$ cat config.mk
export PLATFORM = sky130hd
export DESIGN_NAME = operand_entry_flat
export DESIGN_NICKNAME = d
export VERILOG_FILES = /design/src/rtl/operand_entry_if.sv /design/src/rtl/operand_entry.sv /design/src/flat_wrapper.sv
export SDC_FILE = /design/constraint.sdc
export NUM_CORES = 1
export LEC_CHECK = 0
export ABC_AREA = 1
export CAP_MARGIN = 20
export CELL_PAD_IN_SITES_DETAIL_PLACEMENT = 2
export CELL_PAD_IN_SITES_GLOBAL_PLACEMENT = 2
export CORE_ASPECT_RATIO = 2
export CORE_UTILIZATION = 35
export CTS_BUF_LIST = sky130_fd_sc_hd__clkbuf_8
export CTS_CLUSTER_SIZE = 40
export DETAILED_ROUTE_END_ITERATION = 7
export PLACE_DENSITY_LB_ADDON = 0.1
export SKIP_LAST_GASP = 1
export SYNTH_ARGS = -nofsm -noshare
export SYNTH_HDL_FRONTEND = slang
export SYNTH_SLANG_ARGS = --single-unit
export TNS_END_PERCENT = 1
$ cat constraint.sdc
create_clock -name clk -period 15.55 [get_ports clk]
set_input_delay 4.665 -clock clk [delete_from_list [all_inputs] [get_ports clk]]
set_output_delay 4.665 -clock clk [all_outputs]
set_load 0.02 [all_outputs]
$ cat src/rtl/operand_entry_if.sv
// Keypad-to-calculator bus: keypad strobes in, entered operands and ALU launch out.
// Handshake: read_input / operator_input!=0 / equal_input act as valid; key_read is the
// one-cycle acknowledge one cycle after acceptance, and the source must present an
// all-idle cycle before the next key is accepted.
interface operand_entry_if;
  logic        read_input;
  logic [3:0]  keypad_input;
  logic [2:0]  operator_input;
  logic        equal_input;
  logic        key_read;
  logic [15:0] operand_a;
  logic [15:0] operand_b;
  logic [2:0]  alu_op;
  logic        calc_start;
  logic [15:0] display_value;
  logic        overflow_flag;
  logic [1:0]  entry_state;

  modport slave (
    input  read_input, keypad_input, operator_input, equal_input,
    output key_read, operand_a, operand_b, alu_op, calc_start,
           display_value, overflow_flag, entry_state
  );

  modport master (
    output read_input, keypad_input, operator_input, equal_input,
    input  key_read, operand_a, operand_b, alu_op, calc_start,
           display_value, overflow_flag, entry_state
  );
endinterface

$ cat src/rtl/operand_entry.sv
// Calculator operand entry: assembles signed decimal operands from keypad events,
// latches the operator and launches the ALU on equals.
module operand_entry (
  input  logic            clk,
  input  logic            nRST,
  operand_entry_if.slave  kp
);

  typedef enum logic [1:0] {
    ENTRY_A = 2'd0,
    ENTRY_B = 2'd1,
    DONE    = 2'd2,
    ILLEGAL = 2'd3
  } state_e;

  state_e      state_q, state_d;
  logic        armed_q, armed_d;
  logic        hold_q, hold_d;
  logic        key_read_q, key_read_d;
  logic        calc_start_q, calc_start_d;
  logic [15:0] operand_a_q, operand_a_d;
  logic [15:0] operand_b_q, operand_b_d;
  logic [2:0]  alu_op_q, alu_op_d;
  logic [15:0] display_q, display_d;
  logic        overflow_q, overflow_d;
  logic [16:0] mag_q, mag_d;
  logic        neg_q, neg_d;
  logic        has_digit_q, has_digit_d;

  logic        any_key, evt, is_eq, is_op, is_dig, is_minus, is_arith;
  logic [16:0] base_mag;
  logic        base_neg;
  logic [19:0] prod, limit;

  function automatic logic [15:0] apply_sign(input logic neg, input logic [15:0] mag);
    apply_sign = neg ? (~mag + 16'd1) : mag;
  endfunction

  always_comb begin
    any_key  = kp.read_input | (kp.operator_input != 3'b000) | kp.equal_input;
    // hold_q keeps keys held across reset release from being taken until an idle cycle
    evt      = armed_q & ~hold_q & any_key;
    is_eq    = kp.equal_input;
    is_op    = ~kp.equal_input & (kp.operator_input != 3'b000);
    is_dig   = ~kp.equal_input & (kp.operator_input == 3'b000) & kp.read_input;
    is_minus = is_op & (kp.operator_input == 3'b001);
    is_arith = is_op & (kp.operator_input inside {3'b010, 3'b011, 3'b100});

    // A key typed in DONE starts a fresh operand A, so it builds on an empty magnitude
    base_mag = (state_q == DONE) ? 17'd0 : mag_q;
    base_neg = (state_q == DONE) ? 1'b0 : neg_q;
    prod     = {3'b000, base_mag} * 20'd10 + {16'd0, kp.keypad_input};
    limit    = base_neg ? 20'd32768 : 20'd32767;

    state_d      = state_q;
    armed_d      = armed_q ? ~evt : ~any_key;
    hold_d       = hold_q & any_key;
    key_read_d   = evt;
    calc_start_d = 1'b0;
    operand_a_d  = operand_a_q;
    operand_b_d  = operand_b_q;
    alu_op_d     = alu_op_q;
    overflow_d   = overflow_q;
    mag_d        = mag_q;
    neg_d        = neg_q;
    has_digit_d  = has_digit_q;

    if (state_q == ILLEGAL) begin
      state_d = ENTRY_A;
    end else if (evt) begin
      if (is_eq) begin
        if (state_q == ENTRY_B && has_digit_q) begin
          operand_b_d  = apply_sign(neg_q, mag_q[15:0]);
          calc_start_d = 1'b1;
          state_d      = DONE;
        end
      end else if (is_arith) begin
        if (state_q == ENTRY_A && has_digit_q) begin
          alu_op_d    = kp.operator_input;
          operand_a_d = apply_sign(neg_q, mag_q[15:0]);
          mag_d       = 17'd0;
          neg_d       = 1'b0;
          has_digit_d = 1'b0;
          overflow_d  = 1'b0;
          state_d     = ENTRY_B;
        end
      end else if (is_minus || is_dig) begin
        if (state_q == DONE) begin
          operand_a_d = 16'd0;
          operand_b_d = 16'd0;
          alu_op_d    = 3'b000;
          overflow_d  = 1'b0;
          mag_d       = 17'd0;
          neg_d       = 1'b0;
          has_digit_d = 1'b0;
          state_d     = ENTRY_A;
        end
        if (is_minus) begin
          if (state_q == DONE || !has_digit_q) neg_d = 1'b1;
        end else if (prod <= limit) begin
          mag_d       = prod[16:0];
          has_digit_d = 1'b1;
        end else begin
          overflow_d  = 1'b1;
        end
      end
    end

    display_d = (state_d == DONE) ? operand_b_d : apply_sign(neg_d, mag_d[15:0]);
  end

  always_ff @(posedge clk or negedge nRST) begin
    if (!nRST) begin
      state_q      <= ENTRY_A;
      armed_q      <= 1'b1;
      hold_q       <= 1'b1;
      key_read_q   <= 1'b0;
      calc_start_q <= 1'b0;
      operand_a_q  <= 16'd0;
      operand_b_q  <= 16'd0;
      alu_op_q     <= 3'b000;
      display_q    <= 16'd0;
      overflow_q   <= 1'b0;
      mag_q        <= 17'd0;
      neg_q        <= 1'b0;
      has_digit_q  <= 1'b0;
    end else begin
      state_q      <= state_d;
      armed_q      <= armed_d;
      hold_q       <= hold_d;
      key_read_q   <= key_read_d;
      calc_start_q <= calc_start_d;
      operand_a_q  <= operand_a_d;
      operand_b_q  <= operand_b_d;
      alu_op_q     <= alu_op_d;
      display_q    <= display_d;
      overflow_q   <= overflow_d;
      mag_q        <= mag_d;
      neg_q        <= neg_d;
      has_digit_q  <= has_digit_d;
    end
  end

  assign kp.key_read      = key_read_q;
  assign kp.calc_start    = calc_start_q;
  assign kp.operand_a     = operand_a_q;
  assign kp.operand_b     = operand_b_q;
  assign kp.alu_op        = alu_op_q;
  assign kp.display_value = display_q;
  assign kp.overflow_flag = overflow_q;
  assign kp.entry_state   = state_q;

endmodule

$ cat src/flat_wrapper.sv
// flat-port wrapper written by rule: the top's interface ports become plain ports
module operand_entry_flat 
  (clk, nRST, kp_read_input, kp_keypad_input, kp_operator_input, kp_equal_input, kp_key_read, kp_operand_a, kp_operand_b, kp_alu_op, kp_calc_start, kp_display_value, kp_overflow_flag, kp_entry_state);
  operand_entry_if kp_i ();
  input  logic clk;
  input  logic nRST;
  input wire logic [$bits(kp_i.read_input)-1:0] kp_read_input;
  input wire logic [$bits(kp_i.keypad_input)-1:0] kp_keypad_input;
  input wire logic [$bits(kp_i.operator_input)-1:0] kp_operator_input;
  input wire logic [$bits(kp_i.equal_input)-1:0] kp_equal_input;
  output wire logic [$bits(kp_i.key_read)-1:0] kp_key_read;
  output wire logic [$bits(kp_i.operand_a)-1:0] kp_operand_a;
  output wire logic [$bits(kp_i.operand_b)-1:0] kp_operand_b;
  output wire logic [$bits(kp_i.alu_op)-1:0] kp_alu_op;
  output wire logic [$bits(kp_i.calc_start)-1:0] kp_calc_start;
  output wire logic [$bits(kp_i.display_value)-1:0] kp_display_value;
  output wire logic [$bits(kp_i.overflow_flag)-1:0] kp_overflow_flag;
  output wire logic [$bits(kp_i.entry_state)-1:0] kp_entry_state;
  assign kp_i.read_input = kp_read_input;
  assign kp_i.keypad_input = kp_keypad_input;
  assign kp_i.operator_input = kp_operator_input;
  assign kp_i.equal_input = kp_equal_input;
  assign kp_key_read = kp_i.key_read;
  assign kp_operand_a = kp_i.operand_a;
  assign kp_operand_b = kp_i.operand_b;
  assign kp_alu_op = kp_i.alu_op;
  assign kp_calc_start = kp_i.calc_start;
  assign kp_display_value = kp_i.display_value;
  assign kp_overflow_flag = kp_i.overflow_flag;
  assign kp_entry_state = kp_i.entry_state;
  operand_entry u_core (.clk(clk), .nRST(nRST), .kp(kp_i));
endmodule
==> results.ini, run 1 <==
[synthesis]
synth_top_area_share=0.277
synth_edf_count=0
synthFlopType=dfrtp_1
synthTopCellsByArea=dfrtp_1 (28%), nand2_1 (18%), ha_1 (8.1%)
yosys_warnings=0
ys_seq_area_frac=0.285
ys_seq_elements=77
synth_nets=1090
yosysTopAreaCell=dfrtp_1
synth.avg_cell_area_um2=6.55
async_flop_share=1.00
synthCells=1033
syn_area_um2=6770
synth_cell_type_count=44

[global_routing]
grt_pass1_vias=8150
grtUsageTotal=0.294
grt_overflow=0
grt_max_degree=78
antenna_found_initial=0
grt_pass1_wl_um=43800

[sta]
layout_min_cycle_time_ns=9.66
timing.setup.tns_ns=0
setup_viol=0
skew_ns=0.0117
tightestPinTransition_ns=1.05
fmax_mhz=103
hold_ws_ns=0.502
slew_headroom=0.302
slew_viol_final=0
period_share=0.621
rsz0062_at_grt=false
hold_violations=0

[flow_run]
maxCapViolCount=0

[clock_tree]
cts-resized-gates=0
cts_root_buffer=clkbuf_8
post-cts-setup-buffers=0
htree_levels=3
numCtsBuffers=9
cts_max_path_buffers=2
cts_tree=built
path_clk_slew_ns=0.08
clk_latency_ns=0.38
cts_hold_buffers=0
clock_sinks=77

[routing]
drc=0
drt_first_pass_iters=4
wire_per_inst_um=20.7
antenna_left=0
vias=7262
dr.first_iter.drc_count=154
vias_per_cell=5.35
routed_wl_um=28000

[hold_path]
hold_path.class=flop to flop
min_path_cells=2

[placement]
gp_congestion=0.852
hpwl_um=23700
dp_cells=1341
numPortBuffers=66

[setup_path]
cp_slowest_cell=clkdlybuf4s50_1
crit_path_start_kind=input port
end_kind=flop
required_ns=15.86
cp_common_cell=nand2_1
r2r_cells=38
cpPeakStageDelay_ns=0.46
path_max_fanout=21
crit_type=input port to flop
critical_path_arrival_ns=9.98

[pwr]
p_leak_nw=4.12
power.density_nw_per_um2=222
ir_worst_vdd_uv=72.4

[floorplan]
ios=67
die-area_um2=19900
initial_utilization=0.359
core_area_um2=18800
dieWidth_um=100
die_h_um=199
placementRows=71

[final_layout]
fin_cells=1357
antenna_cells=0
nFillCells=2377
layout-drive-gt1-share=0.0926
layout_commonest_cell=nand2_1
nNetsFinal=1154
area_growth_pct=16.8
final_cell_mix=nand2_1 (323), inv_1 (132), nor2_1 (103)

[run_status]
outcome=complete, no violations

-- synth_stat cells (all sizes together), types with 3 or more instances --
cell    instances
a21oi          35
a31oi           3
a32oi           3
buf            10
clkbuf         11
clkinv          6
dfrtp          75
ha             44
inv           148
nand2         347
nand3          84
nand3b          8
nand4          17
nor2          118
nor3           11
o211ai          9
o21ai          50
o22ai           8
or2             4
xnor2           3
xor2           24
-- sequential cells by signal, indices dropped and copies added (netlist names) --
signal                   cells
u_core.kp.overflow_flag      1
u_core.kp.operand_a         16
u_core.hold_q                1
u_core.kp.display_value     16
u_core.kp.entry_state        2
u_core.kp.key_read           1
u_core.kp.operand_b         16
u_core.neg_q                 1
u_core.has_digit_q           1
u_core.kp.calc_start         1
u_core.kp.alu_op             3
u_core.mag_q                17
u_core.armed_q               1
-- cell families (layout without fill, tap and decap cells) --
| family | after synthesis | in the layout | share of synthesized area |
|---|---|---|---|
| buffers and inverters | 175 | 244 | 0.103 |
| adder cells (fa/ha/maj) | 46 | 46 | 0.0872 |
| flip-flops | 77 | 77 | 0.285 |
| AND/OR/NAND/NOR | 592 | 592 | 0.387 |
| AO/OA/AOI/OAI | 116 | 116 | 0.102 |
| XOR/XNOR | 27 | 27 | 0.0349 |
-- stage by stage --
| step | power [mW] | instance area (um^2) | setup slack (ns) | utilization |
|---|---|---|---|---|
| final | 1.75 | 7910 | 5.89 | 0.420 |
| after global routing | 1.90 | 7910 | 5.45 | 0.420 |
| after CTS | 1.77 | 7910 | 5.87 | 0.420 |
| after detailed placement | 1.59 | 7690 | 5.50 | 0.408 |
| after global placement | 1.54 | 7690 | 5.75 | 0.408 |
| after floorplan | 1.14 | 6770 | 6.98 | - |
-- layer usage --
layer	routed length (um)	up-vias	GRT usage
met2	16800	138	0.618
li1	-	3419	-
met1	8980	3620	0.249
met5	0	-	0
met4	1900	0	0.194
met3	396	85	0.0218
-- power by group --
part	switching (mW)	internal, mW	leakage, nW
Combinational	0.829	0.414	3.09
Sequential	0.0599	0.279	0.917
Clock	0.0829	0.0883	0.113
Total	0.971	0.781	4.12
-- worst paths after layout --
check                                              start                           to  slack, ns
worst max-delay path                  kp_keypad_input[1]  u_core.kp.display_value[12]       5.89
max in group asynchronous                           nRST  u_core.kp.display_value[11]      10.40
worst max register to register  u_core.kp.entry_state[1]  u_core.kp.display_value[12]       8.45
worst min register to register             u_core.hold_q                u_core.hold_q       0.50
worst min-delay path                       u_core.hold_q                u_core.hold_q       0.50
min in group asynchronous                           nRST           u_core.kp.key_read       4.44
-- area by class of cell --
cell class,instances,area [um^2],share of cell area
sequential,77,1930,0.244
clock inverter,4,52.6,0.00665
clock buffer,12,165,0.0209
timing repair buffer,74,718,0.0908
tap,255,319,0.0404
multi-input combinational,781,4140,0.524
inverter,154,578,0.0731
-- worst max-delay path: cells and delay by family --
kind	cells	cell delay, ns
buf+inv	3	0.62
fa+ha+maj	4	0.93
simple gates	23	2.98
compound gates	2	0.41
xor+xnor	1	0.34
Power figures use the tool's default switching activity.
==> inputs of run 2 (changes only) <==
- CORE_UTILIZATION: 35 -> 30
- clock period: 15.55 -> 8.8 ns (I/O delays scaled with it)
==> run 2 against run 1 <==
Compared with the run above: global-route usage is 3.8 points lower; wire length is 0.20% higher; sequential share of layout area hardly changed.
==> results.ini, run 2 (synthesis gave the netlist of run 1 again) <==
[setup_path]
end_kind=flop
r2r_end=u_core.kp.display_value[12]
crit_type=input port to flop
cp_common_cell=nand2_1
cp_slowest_cell=clkdlybuf4s50_1
cpPeakStageDelay_ns=0.41
crit_path_start_kind=input port
critical_path_arrival_ns=7.84
cp_top_family=simple AND/OR/NAND/NOR gates
r2r_cells=41
required_ns=9.12
path_max_fanout=21
rrSetupSlack_ns=1.80
worst-path-buf-inv=3
rr_startpoint=u_core.kp.entry_state[1]

[floorplan]
dieWidth_um=108
ios=67
die-area_um2=23200
die_h_um=214
core_area_um2=22200
initial_utilization=0.306
placementRows=77

[sta]
timing.setup.tns_ns=0
tightestPinTransition_ns=0.895
skew_ns=0.0147
slew_headroom=0.403
rsz0062_at_grt=false
fmax_mhz=133
setup_viol=0
layout_min_cycle_time_ns=7.52
slew_viol_final=0
period_share=0.855
hold_violations=0

[final_layout]
layout-drive-gt1-share=0.0921
nNetsFinal=1159
largest_reg_flops=17
top_register=u_core.mag_q
final_cell_mix=nand2_1 (323), inv_1 (136), nor2_1 (103)
area_growth_pct=16.9
layout_commonest_cell=nand2_1
stdcell_area_um2=7910

[routing]
drt_first_pass_iters=5
antenna_left=0
vias=7186
drc=0
vias_per_cell=5.19
wire_per_inst_um=20.3
dr.first_iter.drc_count=212
routed_wl_um=28100

[clock_tree]
cts_root_buffer=clkbuf_8
clock_sinks=77
cts_hold_buffers=0
cts-resized-gates=0
cts_max_path_buffers=2
cts_tree=built
htree_levels=3
path_clk_slew_ns=0.08
clk_latency_ns=0.39
numCtsBuffers=9
post-cts-setup-buffers=0

[placement]
postPlaceCellArea_um2=7750
hpwl_um=23900
gp_congestion=0.815
numPortBuffers=66

[global_routing]
grt_overflow=0
grtUsageTotal=0.256
grt_max_degree=66
grt_pass1_wl_um=43900
antenna_found_initial=1
grt_pass1_vias=7980

[run_status]
outcome=complete, no violations

[pwr]
ir_worst_vdd_uv=161
power.density_nw_per_um2=381
p_leak_nw=4.13
power_mw=3.02

[hold_path]
hold_path.class=flop to flop
hold_start=u_core.hold_q
min_to=u_core.hold_q
min_path_cells=2

[flow_run]
maxCapViolCount=0

run 2: cell count changes in the layout (fill, tap and decap cells not counted), sizes merged:
cell	before	now
buf	9	14
bufinv	1	0
clkbuf	12	10
clkinv	7	8
diode	0	1
inv	150	152
run 2: tightest hold or removal path, cell delays in order (launching register included):
cell	delay, ns
dfstp_2	0.38
nand2_1	0.06
inv_1	0.04
run 2: layer usage:
metal  vias to the layer above  track usage  routed length (um)
li1                       3426            -                   -
met1                      3584        0.214                9090
met2                       118        0.540               17000
met3                        58       0.0249                 385
met4                         0        0.148                1610
met5                         -            0                   0
run 2: area by class of cell:
class                           count  area, um^2
Clock buffer                       10         138
Tap cell                          276         345
Inverter                          154         578
Antenna cell                        1        2.50
Fill cell                        2773       14200
Clock inverter                      6        25.0
Multi-Input combinational cell    781        4140
Timing Repair Buffer               79         756
Sequential cell                    77        1930
run 2: worst max-delay path by stage:
stage | start | to | slack [ns] | cells past startpoint
floorplan | kp_keypad_input[1] | u_core.kp.display_value[14] | 2.25 | 36
global placement | kp_keypad_input[1] | u_core.kp.display_value[12] | 1.04 | 34
detailed placement | kp_keypad_input[1] | u_core.kp.display_value[12] | 0.82 | 34
CTS | kp_keypad_input[1] | u_core.kp.display_value[12] | 1.24 | 35
global route | kp_keypad_input[1] | u_core.kp.display_value[12] | 0.69 | 35
finish | kp_keypad_input[1] | u_core.kp.display_value[12] | 1.28 | 35
run 2: report_power, final:
part           internal, mW  total, mW  switching [mW]
Combinational         0.738       2.18            1.45
Sequential            0.493      0.585          0.0919
Clock                 0.105      0.247           0.141
Total                  1.34       3.02            1.68
run 2: per-stage QoR:
stage               utilization  setup slack [ns]  std cells  hold slack (ns)
detailed placement        0.350             0.815       1367            0.453
finish                    0.357              1.28       1384            0.463
global route              0.357             0.686       1384            0.492
CTS                       0.357              1.24       1383            0.467
global placement          0.350              1.04       1367            0.441
floorplan                     -              2.25       1033            0.433
==> inputs of run 3 (changes only) <==
- CORE_MARGIN: default -> 4
- SKIP_CTS_REPAIR_TIMING: default -> 1
==> run 3 against run 2 <==
Compared with the run above: final cell count is 0.22% lower; via count decreased by 1.5%; combinational power hardly changed; non-clock buffer count fell by 2; clock skew shrank 0.0041 ns; cell area rose by 0.22%; clock power is 13% higher; power increased by 0.92%; first-iteration DRC count is 21% higher; sequential power is 1% higher.
==> results.ini, run 3 (synthesis gave the netlist of run 1 again) <==
[sta]
rsz0062_at_grt=false
skew_ns=0.0106
fmax_mhz=134
setup_viol=0
tightestPinTransition_ns=0.908
setup_ws_ns=1.33
timing.setup.tns_ns=0
slew_viol_final=0
hold_violations=0
period_share=0.849
slew_headroom=0.395
layout_min_cycle_time_ns=7.47

[routing]
dr.first_iter.drc_count=257
antenna_left=0
drt_first_pass_iters=4
wire_per_inst_um=20.4
routed_wl_um=28100
vias_per_cell=5.13
drc=0
vias=7080

[setup_path]
end_kind=flop
critical_path_arrival_ns=7.79
cp_num_cells=34
crit_path_start_kind=input port
worst-path-buf-inv=4
cpPeakStageDelay_ns=0.41
cp_top_family=simple AND/OR/NAND/NOR gates
rrSetupSlack_ns=1.82
r2r_cells=40
required_ns=9.12
cp_common_cell=nand2_1
crit_type=input port to flop
cp_slowest_cell=clkdlybuf4s50_1
path_max_fanout=21

[flow_run]
maxCapViolCount=0

[final_layout]
final_cell_mix=nand2_1 (323), inv_1 (133), nor2_1 (103)
top_register=u_core.mag_q
nNetsFinal=1157
fin_cells=1381
nFillCells=2791
layout_commonest_cell=nand2_1
antenna_cells=0
largest_reg_flops=17
layout-drive-gt1-share=0.0932
area_growth_pct=17.2
stdcell_area_um2=7930

[pwr]
seqPwrFrac=0.194
power.density_nw_per_um2=384
power_mw=3.04
combPwrFrac=0.714
p_leak_nw=4.12
p_sw_mw=1.68
internal_power_mw=1.36
swShare=0.553
ir_worst_vdd_uv=129
clockPowerShare=0.092

[floorplan]
ios=67
placementRows=77
initial_utilization=0.306
core_area_um2=22200
dieWidth_um=114
die-area_um2=25200
die_h_um=220

[clock_tree]
cts_max_path_buffers=2
cts_tree=built
clock_sinks=77
cts_root_buffer=clkbuf_8
clk_latency_ns=0.39
htree_levels=3
numCtsBuffers=9
path_clk_slew_ns=0.08

[placement]
gp_congestion=0.830
dp_cells=1365
place_ws_ns=0.880
numPortBuffers=66
hpwl_um=23900
postPlaceCellArea_um2=7730

[global_routing]
grtUsageTotal=0.233
grt_overflow=0
grt_pass1_wl_um=44500
grt_max_degree=67
antenna_found_initial=0
grt_pass1_vias=7900

[hold_path]
hold_path.class=flop to flop
min_path_cells=2

[run_status]
outcome=complete, no violations

==> run 3: cell count changes in the layout (fill, tap and decap cells not counted) <==
cell | previous run | this run
clkbuf_8 | 10 | 13
buf_4 | 14 | 12
diode_2 | 1 | 0
clkinvlp_4 | 0 | 2
clkinv_2 | 2 | 0
inv_1 | 136 | 133
==> run 3: routing by layer <==
layer  global-route usage  up-vias  share of wire
li1                     -     3416              -
met5                    0        -              0
met3               0.0151       51          0.015
met2                0.495      113           0.60
met1                0.211     3500           0.33
met4                0.116        0          0.049
==> run 3: power groups by stage <==
stage | Clock, mW | Sequential, mW | Combinational [mW]
4_1_cts | 0.291 | 0.595 | 2.22
6_report | 0.279 | 0.592 | 2.17
2_1_floorplan | 0 | 0.701 | 1.32
5_1_grt | 0.297 | 0.610 | 2.43
3_3_place_gp | 0 | 0.596 | 2.15
3_5_place_dp | 0 | 0.601 | 2.21
==> run 3: layout make-up <==
| class | instances | area, um^2 | area share |
|---|---|---|---|
| inverters | 154 | 578 | 0.0729 |
| well taps | 276 | 345 | 0.0435 |
| flip-flops and latches | 77 | 1930 | 0.243 |
| clock buffers | 13 | 179 | 0.0226 |
| repair buffers | 77 | 741 | 0.0934 |
| multi-input cells | 781 | 4140 | 0.522 |
| clock inverters | 3 | 18.8 | 0.00237 |
==> run 3: final timing paths <==
| path | startpoint | endpoint |
|---|---|---|
| max | kp_keypad_input[3] | u_core.kp.display_value[12] |
| max reg2reg | u_core.kp.entry_state[1] | u_core.kp.display_value[12] |
| min reg2reg | u_core.hold_q | u_core.hold_q |
| min in group asynchronous | nRST | u_core.kp.alu_op[0] |
| max in group asynchronous | nRST | u_core.kp.operand_a[12] |
| min | u_core.hold_q | u_core.hold_q |
==> run 3: worst min-delay path: stages (launching register included) <==
cell	delay [ns]
dfstp_2	0.38
nand2_1	0.06
inv_1	0.04
==> run 3: metrics by stage <==
step | utilization | hold slack, ns
after global routing | 0.358 | 0.495
after global placement | 0.349 | 0.446
after floorplan | - | 0.433
after CTS | 0.358 | 0.466
after detailed placement | 0.349 | 0.451
final | 0.358 | 0.460
==> RTL edit 1, RTL diff (flow settings as in run 3) <==
`operand_a_q` no longer has a reset.
--- a/src/rtl/operand_entry.sv
+++ b/src/rtl/operand_entry.sv
@@ -117,5 +117,4 @@
       key_read_q   <= 1'b0;
       calc_start_q <= 1'b0;
-      operand_a_q  <= 16'd0;
       operand_b_q  <= 16'd0;
       alu_op_q     <= 3'b000;
@@ -131,5 +130,4 @@
       key_read_q   <= key_read_d;
       calc_start_q <= calc_start_d;
-      operand_a_q  <= operand_a_d;
       operand_b_q  <= operand_b_d;
       alu_op_q     <= alu_op_d;
@@ -140,4 +138,8 @@
       has_digit_q  <= has_digit_d;
     end
+  end
+
+  always_ff @(posedge clk) begin
+    operand_a_q <= operand_a_d;
   end
 
Formal check against the unedited RTL: not equivalent (a bounded check fails within 10 cycles, from zero or initial values and one cycle with nRST low; the reset may be asserted at any time).
==> RTL edit 1 against run 3 <==
  * Design area is 0.22% higher
  * Count of clock-buffer cells in the layout is 2 lower
  * Sequential cell count unchanged
  * Routed wire length down 7.8%
  * Area after synthesis is 0.28% higher
  * Setup slack worse by 11 ps
  * Critical endpoint is now u_core.kp.display_value[8]
Power is not compared: it rests on default switching activity, and its combinational part moved more than twofold at a synthesized area within 25%.
==> RTL edit 1: results (changes against run 3) <==
Status
  – Status: finished clean

GRT
  – Routing usage on met1: 19.02% (-2.0 points)
  – First-pass GRT wire length: 41270 um (-7.2%)
  – Met2 Usage GRT: 45.89% (-3.6 points)
  – Largest net degree at the start of global routing: 62 (-7.5%)
  – GR Util met3: 1.888% (+0.38 points)
  – Vias in the first global route: 7637 (-3.3%)
  – GRT Total Usage: 21.35% (-2.0 points)

Routing
  – DRT iter0 DRCs: 174 (-32%)
  – WL per Instance: 19.39 um (-4.8%)
  – TritonRoute pass-1 iters: 5 (+1)
  – Post-Route WL: 25950 um (-7.8%)
  – Met3 wire length: 437 um (+4.0%)
  – Total number of vias: 6798 (-4.0%)

Yosys
  – Register area share after synthesis: 29.60% (+1.1 points)
  – Post-synth top cells: 258 x nand2_1, 154 x inv_1, 96 x nor2_1
  – Synth area leaders: dfrtp_1 22%, nand2_1 14%, inv_1 8.5%
  – Number of synthesized flops with an enable pin: 16 (+16)
  – Syn nets: 1050 (-3.7%)
  – Synth Area per Inst: 6.837 um^2 (+4.3%)
  – Library cells used by synthesis: 53 (+20%)
  – Synth async-reset ratio: 79.22% (-21 points)

Timing
  – Tightest Pin Transition: 875.5 ps (-32.18 ps)
  – Worst hold margin: 474.1 ps (+14.36 ps)
  – Fmax: 133.7 MHz (-0.15%)

Setup path
  – CP max FO: 19 (-9.5%)
  – Reg2reg start: u_core.kp.entry_state[0]
  – End of the critical path: u_core.kp.display_value[8]

Finish
  – Share of layout cells above drive strength 1: 11.02% (+1.7 points)

Placed design
  – Placer Congestion: 0.8348 (+0.55%)
  – Placed cell area: 7746 um^2 (+0.16%)
[RTL edit 1: changes by cell type in the layout (fill, tap and decap cells not counted), moves of 5 or more]
cell / delta
dfrtp_1: -16
nand3_1: -15
inv_1: +22
o211ai_1: -6
edfxtp_1: +16
nor2_1: -7
nand2_1: -65
nand4_1: +7
o21ai_1: +5
inv_2: -5
nand2_2: +9
[RTL edit 1: logic make-up after synthesis]
kind of cell             share of synthesized area, %
buffers and inverters                           11.00
multiplexers                                   0.1474
AO/OA/AOI/OAI                                   10.82
adder cells (fa/ha/maj)                         8.699
XOR/XNOR                                        4.128
flip-flops                                      29.60
AND/OR/NAND/NOR                                 35.61
[RTL edit 1: power by group]
part           internal (mW)  switching, mW
combinational          0.369          0.700
clock                  0.144          0.137
sequential             0.416         0.0386
total                  0.929          0.876
[RTL edit 1: layout make-up]
class,instances,area [um^2]
flip-flops and latches,77,2009
inverters,167,626.9
fillers,2679,14210
clock buffers,11,151.4
repair buffers,75,726.9
clock inverters,5,51.30
multi-input cells,727,4038
well taps,276,345.3
==> RTL edit 2, RTL diff (settings of run 3) <==
Made on the original files. Reset style: synchronous (`nRST`), changed in one clocked block.
--- a/src/rtl/operand_entry.sv
+++ b/src/rtl/operand_entry.sv
@@ -110,5 +110,5 @@
   end
 
-  always_ff @(posedge clk or negedge nRST) begin
+  always_ff @(posedge clk) begin
     if (!nRST) begin
       state_q      <= ENTRY_A;
Function: differs if nRST is asserted again (counterexample within 4 cycles, from zero or initial values and one cycle with nRST low); with nRST held inactive, the same outputs for 4 cycles.
==> RTL edit 2 against run 3 <==
  * Global-route usage rose by 0.22 points
  * Area after synthesis shrank 8.2%
  * Highest routed layer unchanged
  * Clock skew rose by 2.5 ps
  * Routed wire length is 6.0% lower
  * Critical endpoint is now u_core.kp.display_value[10]
  * Sequential cell count stayed put
  * Design area shrank 6.7%
  * Critical path type unchanged
  * Sequential share of layout area is 3.5 points lower
  * Setup slack worse by 200 ps
  * Maximum frequency down 2.5%
Power is left out: it rests on default switching activity, and per cell area and clock period it moved more than threefold.
==> RTL edit 2: results (changes against run 3) <==
Finish
  – Layout fillers: 2565 (-8.1%)
  – Largest register by flop count: u_core.mag_q
  – Share of layout cells above drive strength 1: 7.018% (-2.3 points)
  – Nets: 1135 (-1.9%)

Placed design
  – Placed cell area: 7203 um^2 (-6.9%)
  – HPWL after DPL: 22730 um (-5.0%)
  – # placed instances: 1333 (-2.3%)
  – Setup slack at placement: 671.5 ps (-208.8 ps)
  – Placer Congestion: 0.8410 (+1.3%)

Hold path
  – Hold path endpoint: u_core.hold_q
  – Min-Delay Path Class: reg2reg
  – Worst hold start: u_core.hold_q

Yosys
  – Ys Warns: 0 (unchanged)
  – Post-synth top cells: 273 x nand2_1, 136 x inv_1, 127 x nor2_1
  – Post-synth top flop: dfxtp_1
  – Register area share after synthesis: 24.79% (-3.7 points)
  – Synth async-reset ratio: 0% (-100 points)
  – Synth Area per Inst: 6.156 um^2 (-6.1%)
  – Library cells used by synthesis: 49 (+11%)
  – Synth area leaders: dfxtp_1 25%, nand2_1 16%, ha_1 8.9%

Routing
  – Via density: 5.085 (-0.81%)
  – DRT iter0 DRCs: 199 (-23%)
  – Post-Route WL: 26450 um (-6.0%)
  – Total number of vias: 6860 (-3.1%)

Setup path
  – CP max FO: 20 (-4.8%)
  – CP Data Arrival Time: 7950 ps (+160 ps)
  – R2R cell count: 39 (-2.5%)
  – Flop2flop setup slack: 1830 ps
  – Reg2reg start: u_core.kp.entry_state[1]
  – FF-to-FF End: u_core.kp.display_value[10]
  – Worst stage delay on the critical path: 460 ps (+50 ps)

GRT
  – First-pass GRT wire length: 41100 um (-7.6%)
  – Largest net degree at the start of global routing: 51 (-24%)
  – GRT Total Usage: 23.53% (+0.22 points)
  – Vias in the first global route: 7541 (-4.5%)
  – Initial antenna violation count: 0 (unchanged)

Timing
  – Worst hold margin: 462.3 ps (+2.560 ps)
  – Clock skew: 13.11 ps (+2.460 ps)
  – Slew HR: 53.17% (+14 points)

Clocking
  – Clk buf depth: 2 (unchanged)
  – CTS buffer count: 9 (unchanged)

Status
  – Status: finished clean
## RTL edit 2: area by class of cell
type | count | area, um^2 | area share (%)
multi-input combinational | 765 | 4025 | 54.37
sequential | 77 | 1541 | 20.82
timing repair buffer | 78 | 750.7 | 10.14
inverter | 147 | 553.0 | 7.470
tap | 266 | 332.8 | 4.496
clock buffer | 10 | 137.6 | 1.859
clock inverter | 6 | 62.56 | 0.8450
## RTL edit 2: worst max-delay path by stage
stage / end / slack [ps] / depth (start not counted) / start
floorplan: u_core.kp.display_value[14] / 2210 / 34 / kp_keypad_input[1]
global placement: u_core.kp.display_value[14] / 960 / 34 / kp_keypad_input[1]
detailed placement: u_core.kp.display_value[10] / 670 / 34 / kp_keypad_input[1]
CTS: u_core.kp.display_value[10] / 1080 / 34 / kp_keypad_input[1]
global route: u_core.kp.display_value[10] / 500 / 34 / kp_keypad_input[1]
finish: u_core.kp.display_value[10] / 1140 / 34 / kp_keypad_input[1]
## RTL edit 2: metal layers
metal,vias to the layer above,share of wire (%),GRT usage [%]
li1,3379,-,-
met2,107,60,48.91
met5,-,0,0
met1,3311,33,20.30
met3,63,1.8,2.258
met4,0,5.7,13.34
## RTL edit 2: worst register-to-register path, delay by kind of cell (launching register included)
| family | cells | cell delay [ps] |
|---|---|---|
| flops | 1 | 460 |
| compound gates | 5 | 710 |
| simple gates | 23 | 3310 |
| buf+inv | 7 | 1100 |
| fa+ha+maj | 4 | 1290 |
## RTL edit 2: logic make-up after synthesis
| kind of cell | Yosys count | synth area share, % |
|---|---|---|
| xor gates and xnor gates | 22 | 3.099 |
| buffers and inverters | 168 | 10.46 |
| adders and majority gates | 46 | 9.499 |
| DFF | 77 | 24.79 |
| and+or+nand+nor | 552 | 38.92 |
| AOI/OAI and AO/OA | 145 | 13.22 |
